===== config.mk =====
export PLATFORM = sky130hd
export DESIGN_NAME = audio_i2s_tx
export DESIGN_NICKNAME = d
export VERILOG_FILES = /design/src/rtl/audio_i2s_tx.sv
export SDC_FILE = /design/constraint.sdc
export NUM_CORES = 1
export LEC_CHECK = 0
export BUFFER_PORTS_ARGS = -buffer_cell sky130_fd_sc_hd__buf_2
export CAP_MARGIN = 15
export CORE_MARGIN = 2
export CORE_UTILIZATION = 41
export CTS_CLUSTER_SIZE = 16
export DETAILED_ROUTE_END_ITERATION = 10
export PLACE_DENSITY = 0.59
export SYNTH_ARGS = -nofsm -noshare
export SYNTH_HDL_FRONTEND = slang
export SYNTH_SLANG_ARGS = --single-unit

===== constraint.sdc =====
create_clock -name clk -period 1.9 [get_ports clk]
set_clock_uncertainty 0.2 [all_clocks]
set_input_delay 0.095 -clock clk [delete_from_list [all_inputs] [get_ports clk]]
set_output_delay 0.095 -clock clk [all_outputs]
set_load 0.01 [all_outputs]

===== src/rtl/audio_i2s_tx.sv =====
// audio_i2s_tx: captures strobed L/R samples and serializes them onto a 3-wire I2S link (256-clk frame).
// Latency: a sample held before cnt==ff goes out in the next frame; every output lags cnt by 1 clk.
// Backpressure: none; a channel without a fresh strobe repeats its last value and UNDERRUN_OUT pulses.
// Optional: define LJ_FORMAT_EN for left-justified framing (MSB in slot 0) instead of I2S.
module audio_i2s_tx #(
  parameter int DATA_W = 24
) (
  input  logic              clk,
  input  logic              RESET,
  input  logic [DATA_W-1:0] DATA_LEFT_IN,
  input  logic              SAMPLING_POINT_LEFT_IN,
  input  logic [DATA_W-1:0] DATA_RIGHT_IN,
  input  logic              SAMPLING_POINT_RIGHT_IN,
  output logic              BCLK_OUT,
  output logic              LRCK_OUT,
  output logic              SDATA_OUT,
  output logic              FRAME_SYNC_OUT,
  output logic              UNDERRUN_OUT
);

  logic [7:0]        cnt;
  logic [DATA_W-1:0] hold_l;
  logic [DATA_W-1:0] hold_r;
  logic [DATA_W-1:0] frame_l;
  logic [DATA_W-1:0] frame_r;
  logic              new_l;
  logic              new_r;
  logic              load;
  logic [4:0]        slot;
  logic [5:0]        slot_w;
  logic [5:0]        bit_idx;
  logic              slot_act;
  logic [DATA_W-1:0] word;
  logic              sdata_nxt;

  assign load   = (cnt == 8'hff);
  assign slot   = cnt[6:2];
  assign slot_w = {1'b0, slot};
  assign word   = cnt[7] ? frame_r : frame_l;

`ifdef LJ_FORMAT_EN
  // MSB sits in slot 0, aligned with the LRCK edge
  assign slot_act = (slot_w < 6'(DATA_W));
  assign bit_idx  = 6'(DATA_W - 1) - slot_w;
`else
  // I2S: slot 0 is the one-BCLK gap after the LRCK edge, MSB in slot 1
  assign slot_act = (slot != 5'd0) && (slot_w <= 6'(DATA_W));
  assign bit_idx  = 6'(DATA_W) - slot_w;
`endif

  // Free-running frame position counter, wraps every 256 clk
  always_ff @(posedge clk) begin
    if (RESET) cnt <= 8'd0;
    else       cnt <= cnt + 8'd1;
  end

  // Hold stage: last strobe wins; freshness flags clear at load unless a strobe coincides
  always_ff @(posedge clk) begin
    if (RESET) begin
      hold_l <= '0;
      hold_r <= '0;
      new_l  <= 1'b0;
      new_r  <= 1'b0;
    end else begin
      if (SAMPLING_POINT_LEFT_IN)  hold_l <= DATA_LEFT_IN;
      if (SAMPLING_POINT_RIGHT_IN) hold_r <= DATA_RIGHT_IN;
      new_l <= SAMPLING_POINT_LEFT_IN  | (new_l & ~load);
      new_r <= SAMPLING_POINT_RIGHT_IN | (new_r & ~load);
    end
  end

  // Frame load: take the hold values (old ones if a strobe lands on the same edge)
  always_ff @(posedge clk) begin
    if (RESET) begin
      frame_l <= '0;
      frame_r <= '0;
    end else if (load) begin
      frame_l <= hold_l;
      frame_r <= hold_r;
    end
  end

  // Pick the bit of the active channel word for the current slot; idle slots carry 0
  always_comb begin
    sdata_nxt = 1'b0;
    for (int i = 0; i < DATA_W; i++) begin
      if (slot_act && (bit_idx == 6'(i))) sdata_nxt = word[i];
    end
  end

  // Registered link outputs; SDATA only moves when BCLK falls since both derive from cnt
  always_ff @(posedge clk) begin
    if (RESET) begin
      BCLK_OUT       <= 1'b0;
      LRCK_OUT       <= 1'b0;
      SDATA_OUT      <= 1'b0;
      FRAME_SYNC_OUT <= 1'b0;
      UNDERRUN_OUT   <= 1'b0;
    end else begin
      BCLK_OUT       <= cnt[1];
      LRCK_OUT       <= cnt[7];
      SDATA_OUT      <= sdata_nxt;
      FRAME_SYNC_OUT <= load;
      UNDERRUN_OUT   <= load & ~(new_l & new_r);
    end
  end

endmodule


==> results of run 1 <==
[kinds of logic after synthesis]
logic type	synth area share, %
flip-flops	49.5
buffers and inverters	4.63
XOR/XNOR	1.17
adder cells (fa/ha/maj)	0.279
AND/OR/NAND/NOR	17.2
AO/OA/AOI/OAI	10.7
multiplexers	16.5
[flip-flops by register name, summed over array words and instances (netlist names)]
register,count
frame_l,24
frame_r,24
hold_l,24
hold_r,24
cnt,8
BCLK_OUT,1
FRAME_SYNC_OUT,1
LRCK_OUT,1
SDATA_OUT,1
UNDERRUN_OUT,1
new_l,1
new_r,1
[per-stage QoR]
stage	instance area (um2)	util, %	setup TNS, ps	power, mW	instances
after floorplan	4490	-	0	2.64	497
after global placement	5020	46.7	-54.1	2.75	684
after detailed placement	5020	46.7	-75.2	2.76	684
after CTS	6000	55.8	0	4.35	774
after global routing	6010	55.9	-36.6	4.47	771
final	6010	55.9	0	4.29	771
[placed cells by master, fill, tap and decap left out, types with 2 or more instances in the layout]
cell           count
or2_2              2
nand3_1            5
clkinvlp_4         2
buf_4             26
xor2_1             4
mux2i_1           60
dfxtp_1          107
nor4_1             3
buf_2             55
mux4_2             3
nor2_1            62
o21ai_0            5
o21ai_1            2
clkbuf_8          11
dlygate4sd3_1     68
nand2b_1           3
nor2b_1            5
xnor2_1            2
o221ai_2           2
buf_6              2
nand2_1          101
mux2_2             4
o22ai_1            2
dfxtp_4            4
and3_1             3
buf_12             4
a21oi_1           53
nor2_2             2
[critical path: cells and delay by family (launching register included)]
family          cells  cell delay [ps]
compound gates      4              720
buf+inv             2              250
flops               1              370
mux                 1              210
simple gates        1               50
[final cells by class]
cell class                      count  area, um2  area share, %
Multi-Input combinational cell    346       2110           35.1
Timing Repair Buffer              156       1270           21.1
Clock inverter                      4       53.8          0.895
Clock buffer                       12        155           2.58
Tap cell                          140        175           2.92
Inverter                            2       8.76          0.146
Sequential cell                   111       2240           37.2
[metal layers]
layer | part of all wire (%) | routed length (um) | global-route usage, % | up-vias
met3 | 2.7 | 279 | 4.12 | 13
met1 | 47 | 4900 | 22.7 | 1812
li1 | - | - | - | 1936
met2 | 49 | 5190 | 32.3 | 51
met5 | 0 | 0 | 0 | -
met4 | 1.4 | 146 | 7.51 | 0
[power groups by stage]
stage                     clock network [mW]  logic [mW]  registers [mW]
after floorplan                            0       0.167            2.48
after global placement                     0       0.259            2.49
after detailed placement                   0       0.267            2.49
after CTS                               1.52       0.392            2.43
after global routing                    1.60       0.427            2.44
final                                   1.47       0.390            2.43
[what timing repair did]
action	4_1_cts	5_1_grt
hold buffers	71	0
resized for setup	13	13
buffers inserted	3	0
pin swaps	4	4
gates cloned	0	0
endpoints found under the setup margin	4	41
endpoints found under the hold margin	62	0
[path summary, 6_finish.rpt]
check                               from          end  slack [ps]  depth (start not counted)
setup / recovery                  cnt[7]    SDATA_OUT          40                          8
hold / removal    SAMPLING_POINT_LEFT_IN   hold_l[16]          20                          3
setup reg to reg                  cnt[7]    SDATA_OUT          40                          8
hold reg to reg              frame_l[13]  frame_l[13]         260                          2
==> flow_summary.json, run 1 <==
{
  "syn_inst": 497,
  "cts_tree": "done",
  "drv_slew": 0,
  "yosys.area.top_type": "dfxtp_1",
  "drc": 0,
  "synth-edff-count": 0,
  "htreeDepth": 3,
  "grt_remaining_overflow": 0,
  "dp_hpwl_mm": 6.97,
  "n_fill_cell": 1000,
  "fmax_mhz": 537,
  "synthMostInstantiatedCell": "dfxtp_1",
  "power.share.clock_pct": 34.3,
  "syn2layout_area_growth_pct": 33.9,
  "synth-main-ff-cell": "dfxtp_1",
  "grt_pass1_vias": 3654,
  "cts_buffer_depth": 2,
  "crit_required_ps": 2020,
  "die_h_um": 109,
  "cpMaxStageDelayCell": "dfxtp_4",
  "grt_usage_pct": 18.7,
  "nets": 679,
  "ys_ff_latch": 111,
  "path_max_fanout": 4,
  "grt_max_degree": 48,
  "post-route-period-util_pct": 98.0,
  "maxCapViolations": 0,
  "mappedNetlistArea_um2": 4490,
  "fin_ws_ps": 37.3,
  "num_antenna_cells": 0,
  "hold_ws_ps": 24.0,
  "vias": 3812,
  "yosys-top-cells-area": "dfxtp_1 (50%), mux2i_1 (14%), nand2_1 (8.4%)",
  "crit_path_cell_trace": "buf_6 -> buf_4 -> mux2_2 -> nand2_1 -> a41o_1 -> a211oi_2 -> o221ai_2 -> a22oi_2",
  "cp-start-kind": "register",
  "synth_common_cells": "dfxtp_1 (111), nand2_1 (101), nor2_1 (63), mux2i_1 (61), a21oi_1 (54)",
  "endpoint_kind": "register",
  "synth.avg_cell_area_um2": 9.03,
  "ys_seq_area_share_pct": 49.5,
  "viasPerCell": 4.94,
  "switching_power_mw": 0.985,
  "cts_root_buf": "clkbuf_8",
  "final_hold_viol_count": 0,
  "status": "finished, final reports clean",
  "ir_drop_mv": 0.535,
  "combPwrFrac_pct": 9.1,
  "worst_pin_slew_ps": 458,
  "relSlewSlack_pct": 69.5,
  "cts_inserted_buffers": 9,
  "setup_violations": 0,
  "rows": 38,
  "clk_pin_slew_ps": 100,
  "fin_crit_ps": 1860,
  "die_x_um": 109,
  "drtAntennaViolNets": 0,
  "die-area_um2": 11800,
  "path_class": "reg -> reg",
  "io_buffers": 56,
  "gp_congestion": 0.843,
  "layout-drive-gt1-share_pct": 20.8,
  "p_sw_share_pct": 23.0,
  "io_pins": 57,
  "rsz0062_at_grt": "true",
  "start_util_pct": 41.8,
  "hold_path_class": "in -> reg",
  "grt_pass1_wl_mm": 17.2,
  "p_leak_nw": 2.39,
  "antenna_found_initial": 0,
  "cp_data_arrival_time_ps": 1990,
  "dr.pass1.iters": 4,
  "slowest_delay_ps": 370,
  "wl_per_cell_um": 13.6,
  "synth_cell_types": 46,
  "async_flop_share_pct": 0,
  "first_iter_violations": 182,
  "insertion_delay_ps": 390,
  "place_ws_ps": -75.2,
  "pwr-share-seq_pct": 56.7,
  "synth_nets": 550,
  "powerDensity_nw_per_um2": 715,
  "drt-total-wl_mm": 10.5,
  "synth_top_area_share_pct": 49.5,
  "core_area_um2": 10700,
  "ys_warn_count": 0,
  "p_int_mw": 3.31,
  "cts_sinks": 111
}
(Power assumes the default switching activity.)
==> inputs of run 2 (changes only) <==
--- a/config.mk
+++ b/config.mk
@@ -11,7 +11,6 @@
 export CORE_UTILIZATION = 41
 export CTS_CLUSTER_SIZE = 16
 export DETAILED_ROUTE_END_ITERATION = 10
-export PLACE_DENSITY = 0.59
 export SYNTH_ARGS = -nofsm -noshare
 export SYNTH_HDL_FRONTEND = slang
 export SYNTH_SLANG_ARGS = --single-unit
==> run 2 against run 1 <==
  * Register-to-register slack got worse by 80 ps
  * The run now ends with setup timing left
  * Highest routed layer unchanged
  * Critical path type unchanged
  * Flip-flop and latch count unchanged
  * Sequential share of layout area increased by 1.3 points
==> flow_summary.json, run 2 (synthesized netlist as in run 1, its figures left out) <==
{
  "grt_usage_pct": 18.5,
  "start_util_pct": 41.8,
  "post-route-period-util_pct": 102,
  "final_hold_viol_count": 0,
  "design_area_um2": 5790,
  "path_class": "reg -> reg",
  "viasPerCell": 4.87,
  "die-area_um2": 11800,
  "nets": 657,
  "drt-total-wl_mm": 10.1,
  "grt_max_degree": 111,
  "status": "complete, but fails checks",
  "fmax_mhz": 515,
  "io_pins": 57,
  "htreeDepth": 3,
  "vias": 3645,
  "place_ws_ps": -132,
  "antenna_found_initial": 0,
  "cts_tree": "done",
  "p_leak_nw": 2.30,
  "syn2layout_area_growth_pct": 29.1,
  "cp-start-kind": "register",
  "dp_hpwl_mm": 6.73,
  "cts_root_buf": "clkbuf_8",
  "core_area_um2": 10700,
  "cp-startpoint": "cnt[7]",
  "setup_violations": 1,
  "endpoint_kind": "register",
  "drtAntennaViolNets": 0,
  "maxCapViolations": 0,
  "die_h_um": 109,
  "p_sw_share_pct": 22.4,
  "layout_common_cells": "dfxtp_1 (107), nand2_1 (101), nor2_1 (63)",
  "die_x_um": 109,
  "insertion_delay_ps": 390,
  "placed_area_um2": 5040,
  "combPwrFrac_pct": 7.9,
  "dr.pass1.iters": 4,
  "reg2reg_from": "cnt[7]",
  "drv_slew": 0,
  "hp-start": "SAMPLING_POINT_RIGHT_IN",
  "grt_pass1_vias": 3530,
  "ir_drop_mv": 0.469,
  "num_antenna_cells": 0,
  "crit_required_ps": 1980,
  "cts_buffer_depth": 2,
  "cts_inserted_buffers": 9,
  "hold_path_class": "in -> reg",
  "layout-drive-gt1-share_pct": 20.0,
  "post-route-util_pct": 53.9,
  "rsz0062_at_grt": "true",
  "fin_ws_ps": -43.1,
  "clk_pin_slew_ps": 100,
  "power.share.clock_pct": 35.5,
  "rows": 38,
  "gp_congestion": 0.812,
  "cp_data_arrival_time_ps": 2020,
  "io_buffers": 56,
  "worst_pin_slew_ps": 512,
  "layout_commonest_cell": "dfxtp_1",
  "path_max_fanout": 3,
  "drc": 0,
  "n_fill_cell": 1017,
  "wl_per_cell_um": 13.5,
  "tns_ps": -43.1,
  "fin_crit_ps": 1940,
  "p_int_mw": 3.34,
  "powerDensity_nw_per_um2": 742,
  "cts_sinks": 111,
  "relSlewSlack_pct": 65.9,
  "switching_power_mw": 0.964,
  "pwr-share-seq_pct": 56.6,
  "grt_pass1_wl_mm": 16.9,
  "first_iter_violations": 164,
  "violations": "setup timing",
  "grt_remaining_overflow": 0
}
run 2: worst max-delay path: stages (launching register included):
cell,delay [ps]
dfxtp_4,380
mux2_4,300
a2111oi_0,420
a41o_1,170
a211oi_2,50
o221ai_2,240
a22oi_2,70
run 2: through the flow:
step                      hold slack, ps  instances  total power [mW]
after floorplan                     42.2        497              2.64
after global routing                 121        749              4.50
final                                117        749              4.30
after global placement               128        683              2.74
after detailed placement             135        683              2.75
after CTS                           87.0        749              4.35
run 2: worst paths after layout:
| check | slack, ps | depth (start not counted) | end |
|---|---|---|---|
| worst max-delay path | -40 | 6 | SDATA_OUT |
| worst min-delay path | 120 | 4 | new_r |
| worst max register to register | -40 | 6 | SDATA_OUT |
| worst min register to register | 240 | 1 | UNDERRUN_OUT |
run 2: power groups by stage:
stage          clock, mW  combinational [mW]  sequential [mW]
2_1_floorplan          0               0.167             2.48
3_3_place_gp           0               0.251             2.49
5_1_grt             1.68               0.374             2.44
4_1_cts             1.57               0.338             2.44
3_5_place_dp           0               0.259             2.49
6_report            1.53               0.339             2.43
run 2: layout make-up:
class | instances | area, um2 | area share (%)
sequential | 111 | 2230 | 38.5
multi-input combinational | 346 | 2080 | 35.9
timing repair buffer | 134 | 1080 | 18.7
tap | 140 | 175 | 3.03
clock buffer | 11 | 131 | 2.27
clock inverter | 5 | 81.3 | 1.40
inverter | 2 | 7.51 | 0.130
run 2: timing repair:
item / in CTS / in global routing
hold buffers: 50 / 0
pin swaps: 1 / 1
endpoints found under the hold margin: 50 / 0
setup buffers: 0 / 0
resized for setup: 5 / 10
setup endpoints to repair: 8 / 52
run 2: layer usage:
layer / share of wire [%] / track usage [%] / up-vias
li1: - / - / 1890
met5: 0 / 0 / -
met2: 47 / 29.6 / 55
met1: 48 / 24.0 / 1689
met3: 3.7 / 5.56 / 11
met4: 1.3 / 5.77 / 0
==> inputs of run 3 (changes only) <==
--- a/config.mk
+++ b/config.mk
@@ -5,6 +5,7 @@
 export SDC_FILE = /design/constraint.sdc
 export NUM_CORES = 1
 export LEC_CHECK = 0
+export ABC_AREA = 1
 export BUFFER_PORTS_ARGS = -buffer_cell sky130_fd_sc_hd__buf_2
 export CAP_MARGIN = 15
 export CORE_MARGIN = 2
==> run 3 against run 2 <==
  * The flow still finishes with violations (setup timing)
  * Utilization rose by 6.3 points
  * Fmax fell by 11%
  * Flip-flop and latch count unchanged
  * Non-clock buffer count is 67 higher
  * Combinational power up 29%
  * Sequential power barely moved
  * Largest cell class unchanged
  * Highest routed layer unchanged
==> flow_summary.json, run 3 <==
{
  "status": "complete, but fails checks",
  "violations": "setup timing",
  "rsz0062_at_grt": "true",
  "cp_data_arrival_time_ps": 2270,
  "switching_power_mw": 1.03,
  "htreeDepth": 3,
  "grt_pass1_vias": 4492,
  "reg2reg_from": "cnt[2]",
  "cts_buffer_depth": 2,
  "num_antenna_cells": 0,
  "powerDensity_nw_per_um2": 703,
  "synth_common_cells": "nor2_1 (186), dfxtp_1 (111), o21ai_0 (108), nand2_1 (48), inv_1 (32)",
  "ys_ff_latch": 111,
  "crit_required_ps": 1990,
  "ys_warn_count": 0,
  "ys_seq_area_share_pct": 49.6,
  "p_leak_nw": 2.91,
  "async_flop_share_pct": 0,
  "ir_drop_mv": 0.480,
  "antenna_found_initial": 0,
  "path_max_fanout": 6,
  "grt_max_degree": 53,
  "mappedNetlistArea_um2": 4480,
  "drt-total-wl_mm": 12.8,
  "dr.pass1.iters": 4,
  "synth_nets": 670,
  "cts_root_buf": "clkbuf_8",
  "combPwrFrac_pct": 9.6,
  "fin_ws_ps": -280,
  "io_buffers": 56,
  "gp_congestion": 0.848,
  "cp-startpoint": "cnt[2]",
  "placed_area_um2": 5210,
  "power.share.clock_pct": 36.7,
  "synth-main-ff-cell": "dfxtp_1",
  "start_util_pct": 41.7,
  "fmax_mhz": 459,
  "slowest_delay_ps": 390,
  "synth-edff-count": 0,
  "cts_tree": "done",
  "worst_pin_slew_ps": 453,
  "relSlewSlack_pct": 69.7,
  "crit_path_cell_trace": "inv_2 -> nand2_2 -> nor2_4 -> inv_2 -> nand2_4 -> nand2_4 -> nand2_4 -> nor2_1 -> o211ai_1 -> nand4_1 -> nand2_1 -> nand4_1 -> nand2_1 -> nand4_1 -> nand2_1 -> nand3_1 -> nand2_1 -> nand3_1 -> nand2_1 -> inv_1",
  "die_x_um": 109,
  "synthMostInstantiatedCell": "nor2_1",
  "yosys.area.top_type": "dfxtp_1",
  "grt_pass1_wl_mm": 21.1,
  "nets": 844,
  "drtAntennaViolNets": 0,
  "design_area_um2": 6470,
  "die_h_um": 109,
  "syn2layout_area_growth_pct": 44.3,
  "synth_top_area_share_pct": 49.6,
  "cpMaxStageDelayCell": "dfxtp_4",
  "first_iter_violations": 214,
  "post-route-period-util_pct": 115,
  "cp-start-kind": "register",
  "hold_path_class": "in -> reg",
  "pwr-share-seq_pct": 53.7,
  "fin_crit_ps": 2180,
  "layout_commonest_cell": "nor2_1",
  "hp-start": "SAMPLING_POINT_LEFT_IN",
  "viasPerCell": 4.80,
  "rows": 38,
  "maxCapViolations": 0,
  "die-area_um2": 11800,
  "layout-drive-gt1-share_pct": 20.9,
  "cts_sinks": 111,
  "grt_usage_pct": 23.3,
  "yosys-top-cells-area": "dfxtp_1 (50%), nor2_1 (16%), o21ai_0 (12%)",
  "tns_ps": -349,
  "p_sw_share_pct": 22.6,
  "final_hold_viol_count": 0,
  "grt_remaining_overflow": 0,
  "drv_slew": 0,
  "dp_hpwl_mm": 8.44,
  "wl_per_cell_um": 13.7,
  "path_class": "reg -> reg",
  "vias": 4490,
  "core_area_um2": 10700,
  "setup_violations": 8,
  "synth.avg_cell_area_um2": 7.27,
  "p_int_mw": 3.52,
  "layout_common_cells": "nor2_1 (181), dfxtp_1 (106), o21ai_0 (95)",
  "drc": 0,
  "insertion_delay_ps": 390,
  "syn_inst": 617,
  "cts_inserted_buffers": 9,
  "cpMostUsedCell": "nand2_1",
  "endpoint_kind": "register",
  "power.total_mw": 4.55,
  "io_pins": 57,
  "clk_pin_slew_ps": 100,
  "synth_cell_types": 33
}
run 3: critical path: cells and delay by family, from the launching register on:
kind / cells / cell delay (ps)
buffers and inverters: 3 / 180
DFF: 1 / 390
AOI/OAI and AO/OA: 1 / 90
and+or+nand+nor: 16 / 1230
run 3: final timing paths:
check / slack, ps / cells past startpoint / to
worst max-delay path: -280 / 20 / SDATA_OUT
worst min-delay path: 10 / 3 / new_l
worst max register to register: -280 / 20 / SDATA_OUT
worst min register to register: 260 / 1 / UNDERRUN_OUT
run 3: metal layers:
metal | GRT usage (%) | wire length, um
met3 | 3.80 | 349
met2 | 40.3 | 6330
met5 | 0 | 0
met4 | 9.80 | 250
met1 | 28.5 | 5870
run 3: timing repair:
action	4_1_cts	5_1_grt
resized for setup	18	24
endpoints found under the setup margin	53	54
buffers inserted	3	1
hold buffers	88	2
pin swaps	3	13
hold endpoints to repair	61	6
run 3: layout make-up:
class                      instances  area, um2
clock buffer                      10        128
clock inverter                     6        109
fill                            1006       4270
inverter                          43        174
multi-input combinational        425       2000
sequential                       111       2240
tap                              140        175
timing repair buffer             201       1640
run 3: cell families after synthesis:
group	count (synthesis)	share of synthesized area, %
simple gates	273	25.0
fa+ha+maj	1	0.279
xor+xnor	1	0.195
compound gates	150	17.6
flops	111	49.6
buf+inv	81	7.34
run 3: power groups by stage:
stage,combinational (mW),clock [mW],sequential [mW]
floorplan,0.164,0,2.49
global placement,0.265,0,2.50
detailed placement,0.271,0,2.50
CTS,0.420,1.70,2.45
global route,0.486,1.79,2.45
finish,0.437,1.67,2.44
run 3: through the flow:
stage | worst slack (ps) | utilization (%) | hold WS [ps] | instances
after floorplan | -74.1 | - | -26.5 | 617
after global placement | -397 | 48.5 | 116 | 826
after detailed placement | -337 | 48.5 | 123 | 826
after CTS | -256 | 59.4 | -139 | 933
after global routing | -599 | 60.2 | 38.8 | 936
final | -280 | 60.2 | 12.2 | 936
